[src/rtl/matrix_job_pkg.sv]
// Shared types and default sizing for the matrix job arbiter.
package matrix_job_pkg;

    localparam int unsigned NREQ_DEF = 4;
    localparam int unsigned AW_DEF   = 16;
    localparam int unsigned CW_DEF   = 8;

    typedef enum logic [1:0] {
        ST_IDLE,
        ST_ISSUE,
        ST_WAIT,
        ST_COMPLETE
    } state_t;

    // Job descriptor at the default address/count widths.
    typedef struct packed {
        logic [AW_DEF-1:0] matrix;
        logic [AW_DEF-1:0] vector;
        logic [AW_DEF-1:0] out;
        logic [CW_DEF-1:0] count;
    } job_desc_t;

endpackage

[src/rtl/rr_arbiter.sv]
// Round-robin picker: first set request at or above ptr, wrapping to 0.
module rr_arbiter #(
    parameter  int unsigned NREQ = 4,
    localparam int unsigned IW   = $clog2(NREQ)
) (
    input  logic [NREQ-1:0] req,
    input  logic [IW-1:0]   ptr,
    output logic [NREQ-1:0] grant,
    output logic [IW-1:0]   idx,
    output logic            any
);

    int unsigned cand;

    always_comb begin : pick
        grant = '0;
        idx   = '0;
        any   = 1'b0;
        cand  = 0;
        for (int unsigned k = 0; k < NREQ; k++) begin
            cand = (32'(ptr) + k) % NREQ;
            if (!any && req[IW'(cand)]) begin
                any               = 1'b1;
                idx               = IW'(cand);
                grant[IW'(cand)]  = 1'b1;
            end
        end
    end

endmodule

[src/rtl/matrix_job_arbiter.sv]
// Arbitrates matrix-vector jobs from NREQ requesters onto one processor,
// one job in flight at a time, and reports completion back to the owner.
module matrix_job_arbiter
    import matrix_job_pkg::*;
#(
    parameter  int unsigned NREQ = NREQ_DEF,
    parameter  int unsigned AW   = AW_DEF,
    parameter  int unsigned CW   = CW_DEF,
    localparam int unsigned IW   = $clog2(NREQ)
) (
    input  logic             clk,
    input  logic             rst_n,
    input  logic [NREQ-1:0]  req_valid,
    output logic [NREQ-1:0]  req_ready,
    input  logic [NREQ*AW-1:0] req_matrix_addr,
    input  logic [NREQ*AW-1:0] req_vector_addr,
    input  logic [NREQ*AW-1:0] req_out_addr,
    input  logic [NREQ*CW-1:0] req_count,
    output logic             mp_start,
    output logic [AW-1:0]    mp_matrix_addr,
    output logic [AW-1:0]    mp_vector_addr,
    output logic [AW-1:0]    mp_out_addr,
    output logic [CW-1:0]    mp_count,
    input  logic             mp_done,
    output logic             done_valid,
    output logic [IW-1:0]    done_id,
    output logic             busy,
    output logic             err_spurious
);

    // Same layout as job_desc_t, sized by this instance's parameters.
    typedef struct packed {
        logic [AW-1:0] matrix;
        logic [AW-1:0] vector;
        logic [AW-1:0] out;
        logic [CW-1:0] count;
    } desc_t;

    state_t          state_q, state_d;
    logic [IW-1:0]   rr_ptr_q, id_q, grant_idx, ptr_next;
    logic [NREQ-1:0] grant;
    logic            grant_any, accept, spurious, err_q;
    desc_t           desc_q, desc_sel;

    rr_arbiter #(.NREQ(NREQ)) u_rr_arbiter (
        .req   (req_valid),
        .ptr   (rr_ptr_q),
        .grant (grant),
        .idx   (grant_idx),
        .any   (grant_any)
    );

    always_comb begin : desc_mux
        desc_sel = '0;
        for (int unsigned i = 0; i < NREQ; i++) begin
            if (grant[i]) begin
                desc_sel.matrix = req_matrix_addr[i*AW +: AW];
                desc_sel.vector = req_vector_addr[i*AW +: AW];
                desc_sel.out    = req_out_addr[i*AW +: AW];
                desc_sel.count  = req_count[i*CW +: CW];
            end
        end
    end

    assign ptr_next = (grant_idx == IW'(NREQ - 1)) ? '0 : grant_idx + IW'(1);
    // Any done outside WAIT (including the mp_start cycle) is unexpected.
    assign spurious = mp_done && (state_q != ST_WAIT);

    always_comb begin : fsm_next
        state_d    = state_q;
        req_ready  = '0;
        mp_start   = 1'b0;
        done_valid = 1'b0;
        accept     = 1'b0;
        busy       = (state_q != ST_IDLE);
        case (state_q)
            ST_IDLE: begin
                req_ready = grant;
                if (grant_any) begin
                    accept  = 1'b1;
                    state_d = (desc_sel.count == '0) ? ST_COMPLETE : ST_ISSUE;
                end
            end
            ST_ISSUE: begin
                mp_start = 1'b1;
                state_d  = ST_WAIT;
            end
            ST_WAIT: begin
                if (mp_done) state_d = ST_COMPLETE;
            end
            ST_COMPLETE: begin
                done_valid = 1'b1;
                state_d    = ST_IDLE;
            end
            default: state_d = ST_IDLE;
        endcase
        if (!rst_n) begin
            req_ready  = '0;
            mp_start   = 1'b0;
            done_valid = 1'b0;
            busy       = 1'b0;
            accept     = 1'b0;
        end
    end

    always_ff @(posedge clk) begin : regs
        if (!rst_n) begin
            state_q  <= ST_IDLE;
            rr_ptr_q <= '0;
            id_q     <= '0;
            desc_q   <= '0;
            err_q    <= 1'b0;
        end else begin
            state_q <= state_d;
            if (accept) begin
                desc_q   <= desc_sel;
                id_q     <= grant_idx;
                rr_ptr_q <= ptr_next;
            end
            if (spurious) err_q <= 1'b1;
        end
    end

    assign mp_matrix_addr = desc_q.matrix;
    assign mp_vector_addr = desc_q.vector;
    assign mp_out_addr    = desc_q.out;
    assign mp_count       = desc_q.count;
    assign done_id        = id_q;
    assign err_spurious   = err_q;

endmodule

[config.mk]
export PLATFORM = sky130hd
export DESIGN_NAME = matrix_job_arbiter
export DESIGN_NICKNAME = d
export VERILOG_FILES = /design/src/rtl/matrix_job_pkg.sv /design/src/rtl/rr_arbiter.sv /design/src/rtl/matrix_job_arbiter.sv
export SDC_FILE = /design/constraint.sdc
export NUM_CORES = 1
export LEC_CHECK = 0
export ABC_AREA = 1
export ABC_CLOCK_PERIOD_IN_PS = 7000
export CAP_MARGIN = 30
export CORE_ASPECT_RATIO = 0.9
export CORE_MARGIN = 8
export CORE_UTILIZATION = 23
export CTS_BUF_LIST = sky130_fd_sc_hd__clkbuf_4 sky130_fd_sc_hd__clkbuf_8
export DETAILED_ROUTE_END_ITERATION = 6
export PLACE_DENSITY_LB_ADDON = 0.3
export RECOVER_POWER = 25
export SYNTH_ARGS = -nofsm -noshare
export SYNTH_HDL_FRONTEND = slang
export SYNTH_SLANG_ARGS = --single-unit
export TNS_END_PERCENT = 5
[constraint.sdc]
create_clock -name clk -period 7 [get_ports clk]
set_clock_uncertainty 0.05 [all_clocks]
set_input_delay 1.4 -clock clk [delete_from_list [all_inputs] [get_ports clk]]
set_output_delay 1.4 -clock clk [all_outputs]
set_load 0.01 [all_outputs]
==> results of run 1 <==
-- synth_stat cells (2+ instances only) --
cell type	number
a21oi_1	221
o21ai_0	77
nand3_1	71
dfxtp_1	63
nand2_1	57
inv_1	27
buf_2	24
clkbuf_1	23
o21ai_1	19
ha_1	11
buf_4	9
a21boi_1	5
a21oi_2	5
nand2_2	5
nor2_1	5
buf_6	4
nand4_1	4
inv_2	3
nand3_2	3
nor2_4	3
a21boi_2	2
a31oi_1	2
o211ai_1	2
-- kinds of logic after synthesis --
kind of cell	Yosys count
compound gates	340
simple gates	153
buf+inv	92
flops	63
fa+ha+maj	11
-- state kept, by name (all words and copies together) (netlist names), named ones only --
name,flops
done_id,2
err_spurious,1
mp_count,8
mp_matrix_addr,16
mp_out_addr,16
mp_vector_addr,16
rr_ptr_q,1
state_q,2
-- per-stage QoR --
| stage | instances | hold WS [ps] | worst slack [ps] |
|---|---|---|---|
| 3_3_place_gp | 1151 | 408 | 1760 |
| 6_report | 1167 | 422 | 1190 |
| 3_5_place_dp | 1152 | 417 | 1730 |
| 2_1_floorplan | 659 | 438 | 2950 |
| 5_1_grt | 1167 | 458 | 864 |
| 4_1_cts | 1167 | 428 | 1730 |
-- layout make-up --
| cell class | instances | area, um^2 | area share (%) |
|---|---|---|---|
| inverter | 31 | 119 | 1.57 |
| sequential | 63 | 1260 | 16.7 |
| clock inverter | 5 | 25.0 | 0.331 |
| timing repair buffer | 304 | 3030 | 40.0 |
| clock buffer | 10 | 138 | 1.82 |
| multi-input combinational | 504 | 2690 | 35.5 |
| tap | 250 | 313 | 4.13 |
-- per-layer routing --
layer | vias to the layer above | global-route usage [%] | share of wire (%)
met3 | 16 | 7.05 | 10
met5 | - | 0 | 0
met4 | 0 | 3.65 | 1.2
met1 | 2629 | 20.5 | 42
met2 | 245 | 28.1 | 46
li1 | 2858 | - | -
-- worst paths after layout --
kind / cells past startpoint / end
setup / recovery: 5 / busy
hold / removal: 2 / done_id[1]$_SDFFE_PN0P_
setup reg to reg: 17 / state_q[1]$_SDFFE_PN0P_
hold reg to reg: 2 / done_id[1]$_SDFFE_PN0P_
-- critical path, delay by kind of cell --
kind,cells,cell delay (ps)
AND/OR/NAND/NOR,1,200
buffers and inverters,4,2750
-- power by group --
part | switching, mW | total (mW) | leakage (nW) | internal [mW]
clock network | 0.151 | 0.284 | 0.0914 | 0.133
registers | 0.0891 | 0.605 | 0.521 | 0.516
logic | 1.94 | 3.08 | 2.32 | 1.14
==> metrics.md, run 1 <==
| Metric | Value |
|---|---|
| Die area | 0.0237 mm^2 |
| Area Overhead vs Synth | 73.0% |
| # fillers | 2011 |
| Share of the synthesized area in the top cell type | 28.8% |
| Pwr Density | 524 mW/mm^2 |
| Fmax | between 150 and 200 MHz |
| Status | finished with violations |
| Die Span Y | 147 um |
| Total Power Consumption | ~4.0 mW |
| # DRC | 0 |
| LEAKAGE | 2.93 nW |
| Syn Nets | roughly 900 |
| Failing checks | capacitance limit, slew limit |
| Die width | 161 um |
| TNS Setup | 0 ps |
| Crit share post-route | 83.1% |
| Worst-Margin Slew | 1800 ps |
| Max-cap violations | 1 |
| Initial DRC count | roughly 380 |
| CP arrival | 4360 ps |
| Vias in the first global route | 5719 |
| Final Hold Fails | 0 |
| IO buf count | 296 |
| Clock tree sinks | 63 |
| Main combinational cell family by area after synthesis | compound AO/OA/AOI/OAI gates |
| Post-synth cell types | 37 |
| Vias | roughly 5.7k |
| CTS root buf | clkbuf_8 |
| Global-route wire length before repair | 32.5 mm |
| Flop2flop setup slack | 2810 ps |
| Final nets | 1155 |
| Max incr delay on CP | 1350 ps |
| Mapped Cells | 659 |
| Commonest non-fill, non-tap cell in the layout | clkdlybuf4s50_1 |
| Worst rel slew slack | -20.2% |
| Setup Crit Path Kind | input port to output port |
| Vias/cell | 4.93 |
| EDFF count, synth | 0 |
| Post-synthesis mux area share | 0% |
| Max clock buf depth | 2 |
| Routed WL | 21.1 mm |
| Adder-Cell Fraction of Synth Area | 3.14% |
| Commonest non-fill, non-tap cells in the layout | clkdlybuf4s50_1 (264), a21oi_1 (221), o21ai_0 (77), nand3_1 (70), dfxtp_1 (63) |
| Core box area | between 0.015 and 0.02 mm^2 |
| Synth top area cells | dfxtp_1 (29%), a21oi_1 (25%), o21ai_0 (8.8%) |
| Dpl hpwl | 15.1 mm |
| Post-DRT Antenna Nets | 0 |
| Placed inst area | around 0.0074 mm^2 |
| Clk_lat worst skew | between 300 and 400 ps |
| Pin count of the biggest net entering global routing | 70 |
| Asr flop ratio synth | 0% |
| CP Launch Type | input port |
| Initial Utilization | 23.1% |
| Initial antenna violation count | 0 |
| TritonCTS Buffers | 9 |
| Min-delay src | done_id[1]$_SDFFE_PN0P_ |
| Worst hold path type | register to register |
| Simple logic cell fraction of the synthesized area | between 10% and 20% |
| Synth Area in XOR/XNOR | 0% |
| Share of the yosys chip area belonging to registers | slightly below 30% |
| CP Max Fanout | 38 |
| ANT cells | 0 |
| Synthesis Warnings | 0 |
| Congestion Overflow GR | 0 |
| Area leader, netlist | dfxtp_1 |
| Post-cts sizing count | 0 |
| CP Capture Type | output port |
| Post-layout util | around two fifths |
| Reg clk slew, reported paths | 70 ps |
| CTS H-Tree Depth | 3 |
| Post-CTS setup buffer count | 0 |
| Syn Area/Cell | 6.64 um^2 |
| Flops & latches, synth | 63 |
| Max VDD drop | 0.300 mV |
| Layout cells sized above 1 | 5.56% |
| Crit path time final | 5810 ps |
| Worst path slowest cell | clkbuf_1 |
| TritonCTS clock tree | done |
| RSZ-0062 raised after global routing | no |
| Routability cong. | 0.851 |
| CP Launch Point | rst_n |
| Row cnt | 48 |
| GRT Util Overall | 17.1% |
| Drt pass-1 iters | 5 |
| Fin. max-slew vios | 39 |
| CTS Hold Buffers Added | 0 |
| Top FF cell, synth | dfxtp_1 |
| WL/cell | 18.1 um |
| Crit-path cells | buf_2, clkbuf_1, inv_1, nor2_1, clkdlybuf4s50_1 |
| Post-synthesis compound-gate area fraction | 40.5% |
| Worst EP required | 5550 ps |
| Finished Cell Area | 0.00757 mm^2 |
| Setup Viol. Count Final | 0 |
| Mapped Area | 0.00438 mm^2 |
| IO Count | 297 |
Note: power is estimated with default switching activity, not from simulation.
==> run 2: changes to the inputs <==
ABC_CLOCK_PERIOD_IN_PS = 5700   (was 7000)
clock period = 5.7 ns   (was 7 ns; I/O delays follow)
==> run 2 against run 1 <==
  * The run now ends clean
  * First-iteration DRC count rose by 15%
  * Worst setup slack improved by 220 ps
  * Worst hold slack improved by 12 ps
  * Core utilization rose by 0.22 points
  * Critical path type unchanged
  * Largest power group unchanged
  * Highest routed layer unchanged
==> metrics.md, run 2 (same netlist as run 1, synthesis figures left out) <==
| Metric | Value |
|---|---|
| Fin. max-slew vios | 0 (-100%) |
| Status | finished clean |
| Congestion Overflow GR | 0 (unchanged) |
| Setup Crit Path Kind | input port to output port |
| Pin count of the biggest net entering global routing | 64 (-8.6%) |
| Total Power Consumption | 4.88 mW (+23%) |
| Max incr delay on CP | 530 ps (-820 ps) |
| IO Count | 297 (unchanged) |
| Routability cong. | 0.864 (+1.5%) |
| Max clock buf depth | 2 (unchanged) |
| IO buf count | 296 (unchanged) |
| Pwr Density | 641 mW/mm^2 (+22%) |
| Min-Delay Endpoint | mp_count[2]$_SDFFE_PN0P_ |
| Drt pass-1 iters | 5 (unchanged) |
| Vias | 5878 (+2.3%) |
| R2r worst-path depth | 17 (unchanged) |
| RSZ-0062 raised after global routing | no |
| Multi-input logic area | 0.00269 mm^2 (unchanged) |
| CTS H-Tree Depth | 3 (unchanged) |
| Post-layout util | 40.2% (+0.22 points) |
| Commonest non-fill, non-tap cells in the layout | clkdlybuf4s50_1 (263), a21oi_1 (221), o21ai_0 (77), nand3_1 (70), dfxtp_1 (63) |
| CP Launch Type | input port |
| Fmax | 233 MHz |
| Worst rel slew slack | 48.5% (+69 points) |
| TritonCTS clock tree | done |
| Final cell count without fillers | 1170 (+0.26%) |
| Worst path slowest cell | clkdlybuf4s50_1 |
| Post-cts sizing count | 0 (unchanged) |
| Max VDD drop | 0.433 mV (+45%) |
| Final nets | 1157 (+0.17%) |
| Row cnt | 48 (unchanged) |
| WL/cell | 18.3 um (+0.78%) |
| Routed WL | 21.4 mm (+1.0%) |
| # fillers | 2023 (+0.60%) |
| Post-DRT Antenna Nets | 0 (unchanged) |
| Worst EP required | 4510 ps (-1040 ps) |
| CP Launch Point | req_valid[3] |
| Flop2flop setup slack | 1800 ps (-1010 ps) |
| Area Overhead vs Synth | 73.9% |
| Initial antenna violation count | 0 (unchanged) |
| Setup Viol. Count Final | 0 (unchanged) |
| CP Capture Type | output port |
| TritonCTS Buffers | 9 (unchanged) |
| GRT Util Overall | 17.1% (+0.020 points) |
| Reg clk slew, reported paths | 70 ps (about the same) |
| Global-route wire length before repair | 32.6 mm (+0.45%) |
| Crit share post-route | 75.4% |
| Dpl hpwl | 15.5 mm (+2.5%) |
| CTS root buf | clkbuf_8 |
| TNS Setup | 0 ps (unchanged) |
| Hold depth | 2 (unchanged) |
| Clock tree sinks | 63 (unchanged) |
| Seq. cell area | 0.00126 mm^2 (unchanged) |
| Final Hold Fails | 0 (unchanged) |
| CTS Hold Buffers Added | 0 (unchanged) |
| Die Span Y | 147 um (unchanged) |
| Post-CTS setup buffer count | 0 (unchanged) |
| LEAKAGE | 2.95 nW (+0.73%) |
| # DRC | 0 (unchanged) |
| ANT cells | 0 (unchanged) |
| Die area | 0.0237 mm^2 (unchanged) |
| Crit-path cells | clkdlybuf4s50_1, inv_1, nand2_1, nand3_2, nand2_4, nor2_4, nand4_1, nand3_4, nand2_1, inv_1, clkdlybuf4s50_1 |
| Crit path time final | 4300 ps |
| Min-delay src | mp_count[2]$_SDFFE_PN0P_ |
| Worst hold path type | register to register |
| Die width | 161 um (unchanged) |
| Core box area | 0.0189 mm^2 (unchanged) |
| Initial Utilization | 23.1% (unchanged) |
| Vias in the first global route | 5858 (+2.4%) |
| Initial DRC count | 434 (+15%) |
| Max-cap violations | 0 (-1) |
| CP arrival | 3110 ps (-1250 ps) |
| Clk_lat worst skew | 350 ps (about the same) |
| Placed insts | 1154 (+0.17%) |
| Worst-Margin Slew | 772 ps (-1030 ps) |
| Vias/cell | 5.02 (+2.0%) |
| CP Max Fanout | 7 (-82%) |
| R2r endpoint | state_q[1]$_SDFFE_PN0P_ |
| Layout cells sized above 1 | 5.98% (+0.42 points) |
| Commonest non-fill, non-tap cell in the layout | clkdlybuf4s50_1 |
==> run 2: routing by layer <==
metal / routed length [um] / GRT usage, %
met5: 0 / 0
met4: 410 / 5.32
met3: 2190 / 6.21
met2: 9950 / 27.8
met1: 8810 / 20.7
==> run 2: worst max-delay path by stage <==
stage                         endpoint  slack (ps)  cells past startpoint
6_report                  req_ready[3]        1400                     11
5_1_grt                   req_ready[3]        1250                     11
4_1_cts                   req_ready[3]        1390                     11
3_5_place_dp   state_q[1]$_SDFFE_PN0P_        1270                     15
3_3_place_gp   state_q[1]$_SDFFE_PN0P_        1350                     15
2_1_floorplan             req_ready[3]        2170                     13
==> run 2: final cells by class <==
class / instances / share of cell area (%)
well taps: 250 / 4.11
flip-flops and latches: 63 / 16.6
inverters: 31 / 1.56
clock inverters: 4 / 0.592
multi-input cells: 504 / 35.3
repair buffers: 306 / 39.8
clock buffers: 12 / 2.01
==> run 2: metrics by stage <==
| step | instance area [um^2] | setup slack (ps) | hold slack [ps] |
|---|---|---|---|
| after global placement | 7410 | 1350 | 413 |
| after detailed placement | 7410 | 1270 | 423 |
| after global routing | 7610 | 1250 | 463 |
| after CTS | 7610 | 1390 | 434 |
| after floorplan | 4380 | 2170 | 438 |
| final | 7610 | 1400 | 434 |
==> run 2: worst max-delay path: cells and delay by family <==
| kind | cells | cell delay (ps) |
|---|---|---|
| AND/OR/NAND/NOR | 7 | 850 |
| buffers and inverters | 4 | 1100 |
==> run 2: where the power goes <==
group,switching (mW),internal (mW),total (mW)
Clock,0.186,0.222,0.408
Sequential,0.113,0.634,0.747
Combinational,2.33,1.39,3.72
==> run 3: changes to the inputs <==
ABC_CLOCK_PERIOD_IN_PS = 4280   (was 5700)
clock period = 4.28 ns   (was 5.7 ns; I/O delays follow)
==> run 3 against run 2 <==
  * Clock-buffer cell count unchanged
  * Via count is 1.5% lower
  * Wire length is 0.45% lower
  * Sequential power is 31% higher
  * Global-route usage up 0.052 points
  * Worst hold slack got worse by 18 ps
  * Largest power group unchanged
  * Power grew 35%
  * Flip-flop and latch count is the same
  * Clock power is 33% higher
  * Final cell count rose by 0.51%
==> metrics.md, run 3 (same netlist as run 1, synthesis figures left out) <==
| Metric | Value |
|---|---|
| Vias/cell | 4.92 (-2.0%) |
| Layout cells sized above 1 | 6.48% (+0.50 points) |
| Fin. max-slew vios | 0 (unchanged) |
| Crit share post-route | 88.6% |
| Status | finished clean |
| Setup Crit Path Kind | register to output port |
| Die Span Y | 147 um (unchanged) |
| Fmax | 264 MHz |
| Final cell count without fillers | 1176 (+0.51%) |
| Row cnt | 48 (unchanged) |
| Core box area | 0.0189 mm^2 (unchanged) |
| RSZ-0062 raised after global routing | no |
| CP Max Fanout | 9 (+2) |
| CTS Hold Buffers Added | 0 (unchanged) |
| Final nets | 1163 (+0.52%) |
| Placed insts | 1160 (+0.52%) |
| Post-cts sizing count | 0 (unchanged) |
| Worst rel slew slack | 36.7% (-12 points) |
| Vias | 5790 (-1.5%) |
| # fillers | 2015 (-0.40%) |
| Die area | 0.0237 mm^2 (unchanged) |
| Internal Pwr Total | 3.03 mW (+35%) |
| Max clock buf depth | 2 (unchanged) |
| ANT cells | 0 (unchanged) |
| Max-cap violations | 0 (unchanged) |
| Worst EP required | 3370 ps (-1140 ps) |
| CP Capture Type | output port |
| Worst hold path type | register to register |
| Initial DRC count | 339 (-22%) |
| Post-CTS setup buffer count | 0 (unchanged) |
| Clock tree sinks | 63 (unchanged) |
| CTS H-Tree Depth | 3 (unchanged) |
| Commonest non-fill, non-tap cell in the layout | clkdlybuf4s50_1 |
| Switch share | 53.9% (-0.094 points) |
| Initial antenna violation count | 0 (unchanged) |
| IO buf count | 296 (unchanged) |
| Clk_lat worst skew | 340 ps (about the same) |
| Worst-Margin Slew | 950 ps (+178 ps) |
| # DRC | 0 (unchanged) |
| CP arrival | 2890 ps (-220 ps) |
| WL/cell | 18.1 um (-0.96%) |
| LEAKAGE | 2.98 nW (+0.93%) |
| CTS root buf | clkbuf_8 |
| Pin count of the biggest net entering global routing | 64 (unchanged) |
| TNS Setup | 0 ps (unchanged) |
| GRT Util Overall | 17.2% (+0.052 points) |
| Routed WL | 21.3 mm (-0.45%) |
| R2r worst-path depth | 17 (unchanged) |
| Initial Utilization | 23.1% (unchanged) |
| Clock power frac | 8.3% (about the same) |
| IO Count | 297 (unchanged) |
| Post-DRT Antenna Nets | 0 (unchanged) |
| Crit path time final | around 3800 ps |
| Die width | 161 um (unchanged) |
| Final Hold Fails | 0 (unchanged) |
| TritonCTS clock tree | done |
| CP Launch Type | register |
| Dpl hpwl | 15.7 mm (+1.8%) |
| Max VDD drop | 0.581 mV (+34%) |
| Routability cong. | 0.870 (+0.80%) |
| Setup Viol. Count Final | 0 (unchanged) |
| Hold depth | 2 (unchanged) |
| Sequential share of power | 14.8% (-0.5 points) |
| Area Overhead vs Synth | 74.9% |
| Drt pass-1 iters | 5 (unchanged) |
| Vias in the first global route | 5799 (-1.0%) |
| Global-route wire length before repair | 32.5 mm (-0.34%) |
| Gate power share | 76.9% (+0.6 points) |
| TritonCTS Buffers | 9 (unchanged) |
| Commonest non-fill, non-tap cells in the layout | clkdlybuf4s50_1 (264), a21oi_1 (221), o21ai_0 (77), nand3_1 (70), dfxtp_1 (63) |
| Reg clk slew, reported paths | 70 ps (about the same) |
| Congestion Overflow GR | 0 (unchanged) |
| Pwr Density | 859 mW/mm^2 (+34%) |
| Sw Pwr | 3.54 mW (+35%) |
run 3: final timing paths:
| check | from | to | slack (ps) |
|---|---|---|---|
| min | err_spurious$_SDFFE_PN0P_ | err_spurious$_SDFFE_PN0P_ | 420 |
| min reg2reg | err_spurious$_SDFFE_PN0P_ | err_spurious$_SDFFE_PN0P_ | 420 |
| max | rr_ptr_q[1]$_SDFFE_PN0P_ | req_ready[3] | 490 |
| max reg2reg | rr_ptr_q[1]$_SDFFE_PN0P_ | state_q[1]$_SDFFE_PN0P_ | 650 |
run 3: layout make-up:
cell class	count	area [um^2]	share of cell area (%)
repair buffers	312	3080	40.2
multi-input cells	504	2690	35.1
flip-flops and latches	63	1260	16.5
well taps	250	313	4.09
clock buffers	12	153	1.99
inverters	31	119	1.55
clock inverters	4	45.0	0.588
run 3: through the flow:
| stage | util (%) | instance area [um^2] | hold slack, ps | total power [mW] | worst slack (ps) |
|---|---|---|---|---|---|
| after floorplan | - | 4380 | 438 | 4.50 | 1260 |
| after global placement | 39.4 | 7460 | 408 | 6.08 | 445 |
| after detailed placement | 39.4 | 7460 | 414 | 6.11 | 363 |
| after CTS | 40.5 | 7660 | 423 | 6.68 | 435 |
| after global routing | 40.5 | 7650 | 442 | 7.24 | 251 |
| final | 40.5 | 7650 | 416 | 6.57 | 487 |
run 3: worst max-delay path: stages (launching register included):
cell,delay (ps)
dfxtp_1,510
inv_1,180
ha_1,380
inv_1,140
nand3_1,100
nand2_1,140
nand2_2,80
nor2_4,130
nand2_1,110
nand3_4,90
nand2_1,70
inv_1,70
clkdlybuf4s50_1,540
run 3: power by group through the flow:
stage	sequential [mW]	combinational, mW	clock, mW
6_report	0.976	5.06	0.543
5_1_grt	1.01	5.65	0.588
4_1_cts	0.983	5.13	0.570
3_5_place_dp	0.990	5.12	0
3_3_place_gp	0.989	5.10	0
2_1_floorplan	1.09	3.41	0
run 3: layer usage:
metal | global-route usage, % | wire length (um) | vias up
li1 | - | - | 2869
met2 | 28.3 | 9890 | 273
met1 | 20.5 | 8790 | 2628
met4 | 4.90 | 352 | 0
met5 | 0 | 0 | -
met3 | 6.35 | 2230 | 20
==> variant 1: new RTL, settings of run 2 <==
Set the package constant `AW_DEF` to 18 (it was 16).
--- a/src/rtl/matrix_job_pkg.sv
+++ b/src/rtl/matrix_job_pkg.sv
@@ -4,3 +4,3 @@
     localparam int unsigned NREQ_DEF = 4;
-    localparam int unsigned AW_DEF   = 16;
+    localparam int unsigned AW_DEF   = 18;
     localparam int unsigned CW_DEF   = 8;
Ports: changed (6 resized); port bits go from 297 to 327. The function was not compared with the original's and may differ.
==> variant 1 against run 2 <==
First-iteration DRC count down 23%; routed wire length up 16%; total power up 5.2%; design area up 14%; die area up 17%; non-clock buffer count up 31; synthesized cell count up 8.5%; area after synthesis up 19%; combinational power up 5%; utilization down 1.5 points; sequential cell count up 6; worst setup slack worse by 0.039 ns.
==> variant 1: results (changes against run 2) <==
Worst setup path
  – Slowest stage cell, crit path: clkdlybuf4s50_1 (unchanged)
  – R2r worst-path depth: 19 (was 17)
  – Max incr delay on CP: 0.60 ns (was 0.53 ns)
  – Crit path DAT: 3.14 ns (was 3.11 ns)
  – Crit Path Max Fanout: 5 (was 7)

Routing
  – TritonRoute pass-1 iters: 5 (unchanged)
  – Met1 wire length: 10710 um (was 8807 um)
  – Met3 routed WL: 2161 um (was 2185 um)
  – DR WL/cell: 19.14 um (was 18.25 um)
  – Vias: 6303 (was 5878)
  – Max layer used: met5 (was met4)
  – Met2 wire len: 11520 um (was 9953 um)
  – DRT iter0 DRCs: 335 (was 434)

Hold path
  – WHS Path Cells: 2 (unchanged)
  – Min-Delay Path Class: reg2reg (unchanged)

Placed design
  – GPL Wtd Cong: 0.8212 (was 0.8635)
  – Number of I/O port buffers: 326 (was 296)
  – Place WS: 1.116 ns (was 1.265 ns)
  – Hpwl dp: 17680 um (was 15470 um)

Layout
  – Layout Nets: 1264 (was 1157)
  – Layout cells sized above 1: 11.28% (was 5.978%)

Yosys
  – Synth Area in Compound Gates: 37.44% (was 40.48%)
  – Dominant cells by area after synthesis: dfxtp_1 26%, a21oi_1 24%, nand3_2 9.8% (was dfxtp_1 29%, a21oi_1 25%, o21ai_0 8.8%)
  – Synth cell types: 40 (was 37)
  – Synth Area in Adders: 2.639% (was 3.145%)
  – Register area share after synthesis: 26.48% (was 28.82%)
  – Syn_nets: 981 (was 901)
  – XOR/XNOR Fraction of Synth Area: 0% (unchanged)
  – Top cells by instance count after synthesis: 254 x a21oi_1, 69 x dfxtp_1, 55 x nand2_1 (was 221 x a21oi_1, 77 x o21ai_0, 71 x nand3_1)

Clock network
  – CTS Hold Buffers Added: 0 (unchanged)
  – Clock slew at reported path FFs: 0.07 ns (about the same)
  – CTS buffer count: 9 (unchanged)
  – Htree depth: 3 (unchanged)
  – Root buf cell: clkbuf_8 (unchanged)

Power
  – Worst vdd ir: 0.6641 mV (was 0.4334 mV)
  – Leak Pwr: 0.003293 uW (was 0.002950 uW)
  – Net Switching: 2743 uW (was 2634 uW)

Global route
  – Number of global-route vias before repair: 6433 (was 5858)
  – Initial antenna violation count: 1 (was 0)
  – Pin count of the biggest net entering global routing: 73 (was 64)
  – Total track usage: 17.13% (was 17.11%)
  – First-pass GRT wire length: 38180 um (was 32620 um)

Run status
  – Status: finished clean (unchanged)

STA
  – Slew HR: 41.62% (was 48.54%)
variant 1: cell types whose count changed after synthesis, moves of 5 or more:
cell	run 2	this run
dfxtp_1	63	69
nand3_2	3	51
buf_12	0	7
o21ai_1	19	50
nand3_1	71	26
buf_2	24	13
o21ai_0	77	53
buf_8	0	5
a21oi_1	221	254
clkbuf_1	23	28
variant 1: metal layers:
metal,global-route usage (%),vias up
met5,0,-
met4,5.121,2
met3,6.425,27
met2,28.45,254
met1,20.19,2904
li1,-,3116
variant 1: layout make-up:
type,count,area [um^2]
clock buffer,14,180.2
fill,2318,13710
multi-input combinational,549,3239
sequential,69,1381
timing repair buffer,337,3366
tap,297,371.6
clock inverter,1,5.005
inverter,32,127.6
variant 1: power by group through the flow:
| stage | clock network, uW | registers (uW) | logic (uW) |
|---|---|---|---|
| after floorplan | 0 | 932 | 2760 |
| after global placement | 0 | 855 | 3920 |
| after detailed placement | 0 | 860 | 3970 |
| after CTS | 420 | 852 | 3980 |
| after global routing | 441 | 875 | 4330 |
| final | 392 | 844 | 3900 |
variant 1: path summary, 6_finish.rpt:
path                                         startpoint                 endpoint  slack [ns]
worst max register to register                 register  state_q[1]$_SDFFE_PN0P_        1.59
worst min register to register  done_id[1]$_SDFFE_PN0P_  done_id[1]$_SDFFE_PN0P_        0.42
worst max-delay path                       req_valid[0]             req_ready[2]        1.37
worst min-delay path            done_id[1]$_SDFFE_PN0P_  done_id[1]$_SDFFE_PN0P_        0.42
variant 1: per-stage QoR:
stage          power, uW  cells  area, um^2
2_1_floorplan       3692    715        5216
3_3_place_gp        4772   1282        8446
3_5_place_dp        4827   1284        8486
4_1_cts             5247   1299        8671
5_1_grt             5645   1299        8671
6_report            5134   1299        8671
==> variant 2: new RTL, config.mk and constraints of run 2 <==
Without the edit above. Encoding of `state_t`: now one-hot (4 bits for 4 states).
--- a/src/rtl/matrix_job_pkg.sv
+++ b/src/rtl/matrix_job_pkg.sv
@@ -7,7 +7,7 @@
 
-    typedef enum logic [1:0] {
-        ST_IDLE,
-        ST_ISSUE,
-        ST_WAIT,
-        ST_COMPLETE
+    typedef enum logic [3:0] {
+        ST_IDLE     = 4'b0001,
+        ST_ISSUE    = 4'b0010,
+        ST_WAIT     = 4'b0100,
+        ST_COMPLETE = 4'b1000
     } state_t;
Behaviour: no difference found for any inputs over 4 cycles, from zero or initial values and one cycle with rst_n low; so few cycles prove little.
==> variant 2 against run 2 <==
Design area increased by 0.95%; critical endpoint is now req_ready[2]; utilization grew 0.13 points; worst hold slack worse by 0.010 ns; worst setup slack worse by 0.63 ns; routed wire length is 0.82% higher; sequential share of layout area is 0.36 points higher; sequential cell count is 2 higher; non-clock buffer count rose by 1; clock power up 15%; largest cell class unchanged; total power down 6.8%; register-to-register slack worse by 0.07 ns; area after synthesis grew 1.0%.
==> variant 2: results (changes against run 2) <==
Layout
  – Inverters: 28 (was 31)
  – Fraction of area in multi-input gates: 35.01% (was 35.31%)
  – Post-route cell area: 7684 um^2 (was 7611 um^2)
  – NonClk Buf Share: 39.57% (was 39.85%)
  – Clock buffer cells: 11 (was 12)
  – Filler cell count: 2008 (was 2023)
  – Seq cells: 65 (was 63)
  – Number of multi-input logic gates: 514 (was 504)
  – Layout cells sized above 1: 5.699% (was 5.978%)
  – Seq/total area: 16.94% (was 16.57%)
  – Clk cell area share: 2.980% (was 2.597%)
  – Layout Nets: 1163 (was 1157)
  – Non-clk bufs: 307 (was 306)

Global route
  – Met1 Track Usage GR: 20.64% (was 20.69%)
  – Pin count of the biggest net entering global routing: 68 (was 64)
  – M2 GR Usage: 28.03% (was 27.81%)
  – Total track usage: 17.19% (was 17.11%)
  – Number of global-route vias before repair: 5848 (was 5858)
  – Met3 Resource Use GR: 7.478% (was 6.210%)
  – First-pass GRT wire length: 32660 um (was 32620 um)

Placed design
  – Hpwl dp: 15420 um (was 15470 um)
  – GPL Wtd Cong: 0.7982 (was 0.8635)
  – Place WS: 0.9929 ns (was 1.265 ns)
  – Placed cell area: 7462 um^2 (was 7413 um^2)

Routing
  – TritonRoute pass-1 iters: 4 (was 5)
  – DRT iter0 DRCs: 284 (was 434)
  – Met1 wire length: 9167 um (was 8807 um)
  – Vias per inst: 4.893 (was 5.024)
  – Met3 routed WL: 2195 um (was 2185 um)
  – DR WL/cell: 18.25 um (about the same)
  – Met2 wire len: 9978 um (was 9953 um)

Yosys
  – Dominant cells by area after synthesis: dfxtp_1 29%, a21oi_1 27%, o21ai_0 9.4% (was dfxtp_1 29%, a21oi_1 25%, o21ai_0 8.8%)
  – Register area share after synthesis: 29.43% (was 28.82%)
  – Top cells by instance count after synthesis: 235 x a21oi_1, 83 x o21ai_0, 74 x nand3_1 (was 221 x a21oi_1, 77 x o21ai_0, 71 x nand3_1)
  – Syn_nets: 907 (was 901)
  – Yosys warnings: 0 (unchanged)
  – Synth cell types: 36 (was 37)
  – Most used DFF post-synth: dfxtp_1 (unchanged)

Run status
  – Status: finished clean (unchanged)

Clock network
  – Root buf cell: clkbuf_8 (unchanged)

Worst setup path
  – Crit path launch: req_valid[0] (was req_valid[3])
  – Crit Path Max Fanout: 26 (was 7)
  – Max incr delay on CP: 0.59 ns (was 0.53 ns)
  – Crit path DAT: 3.73 ns (was 3.11 ns)
  – Slowest stage cell, crit path: dlygate4sd3_1 (was clkdlybuf4s50_1)

Power
  – Worst vdd ir: 0.2226 mV (was 0.4334 mV)
  – Net Switching: 2375 uW (was 2634 uW)
  – Leak Pwr: 0.002969 uW (was 0.002950 uW)
  – Seq. pwr: 770 uW (was 747 uW)
  – Comb group: 3300 uW (was 3720 uW)
  – Logic pwr share: 72.7% (was 76.3%)

STA
  – Worst-Margin Slew: 0.8294 ns (was 0.7720 ns)
==> variant 2: final timing paths <==
| path | to | slack, ns | cells past startpoint |
|---|---|---|---|
| hold / removal | err_spurious$_SDFFE_PN0P_ | 0.42 | 2 |
| setup reg to reg | mp_matrix_addr[15]$_SDFFE_PN0P_ | 1.73 | 13 |
| hold reg to reg | err_spurious$_SDFFE_PN0P_ | 0.42 | 2 |
| setup / recovery | req_ready[2] | 0.78 | 11 |
==> variant 2: kinds of logic (layout without fill, tap and decap cells) <==
logic type / Yosys count / count (layout) / synth area share, %
compound gates: 339 / 339 / 39.39
xor+xnor: 1 / 1 / 0.1981
flops: 65 / 65 / 29.43
buf+inv: 90 / 351 / 9.790
simple gates: 167 / 167 / 19.21
fa+ha+maj: 7 / 7 / 1.981
==> variant 2: through the flow <==
stage	instances	hold WS, ns	util, %
floorplan	669	0.4522	-
global placement	1164	0.4031	39.20
detailed placement	1164	0.4210	39.20
CTS	1180	0.4390	40.40
global route	1180	0.4656	40.36
finish	1180	0.4242	40.36
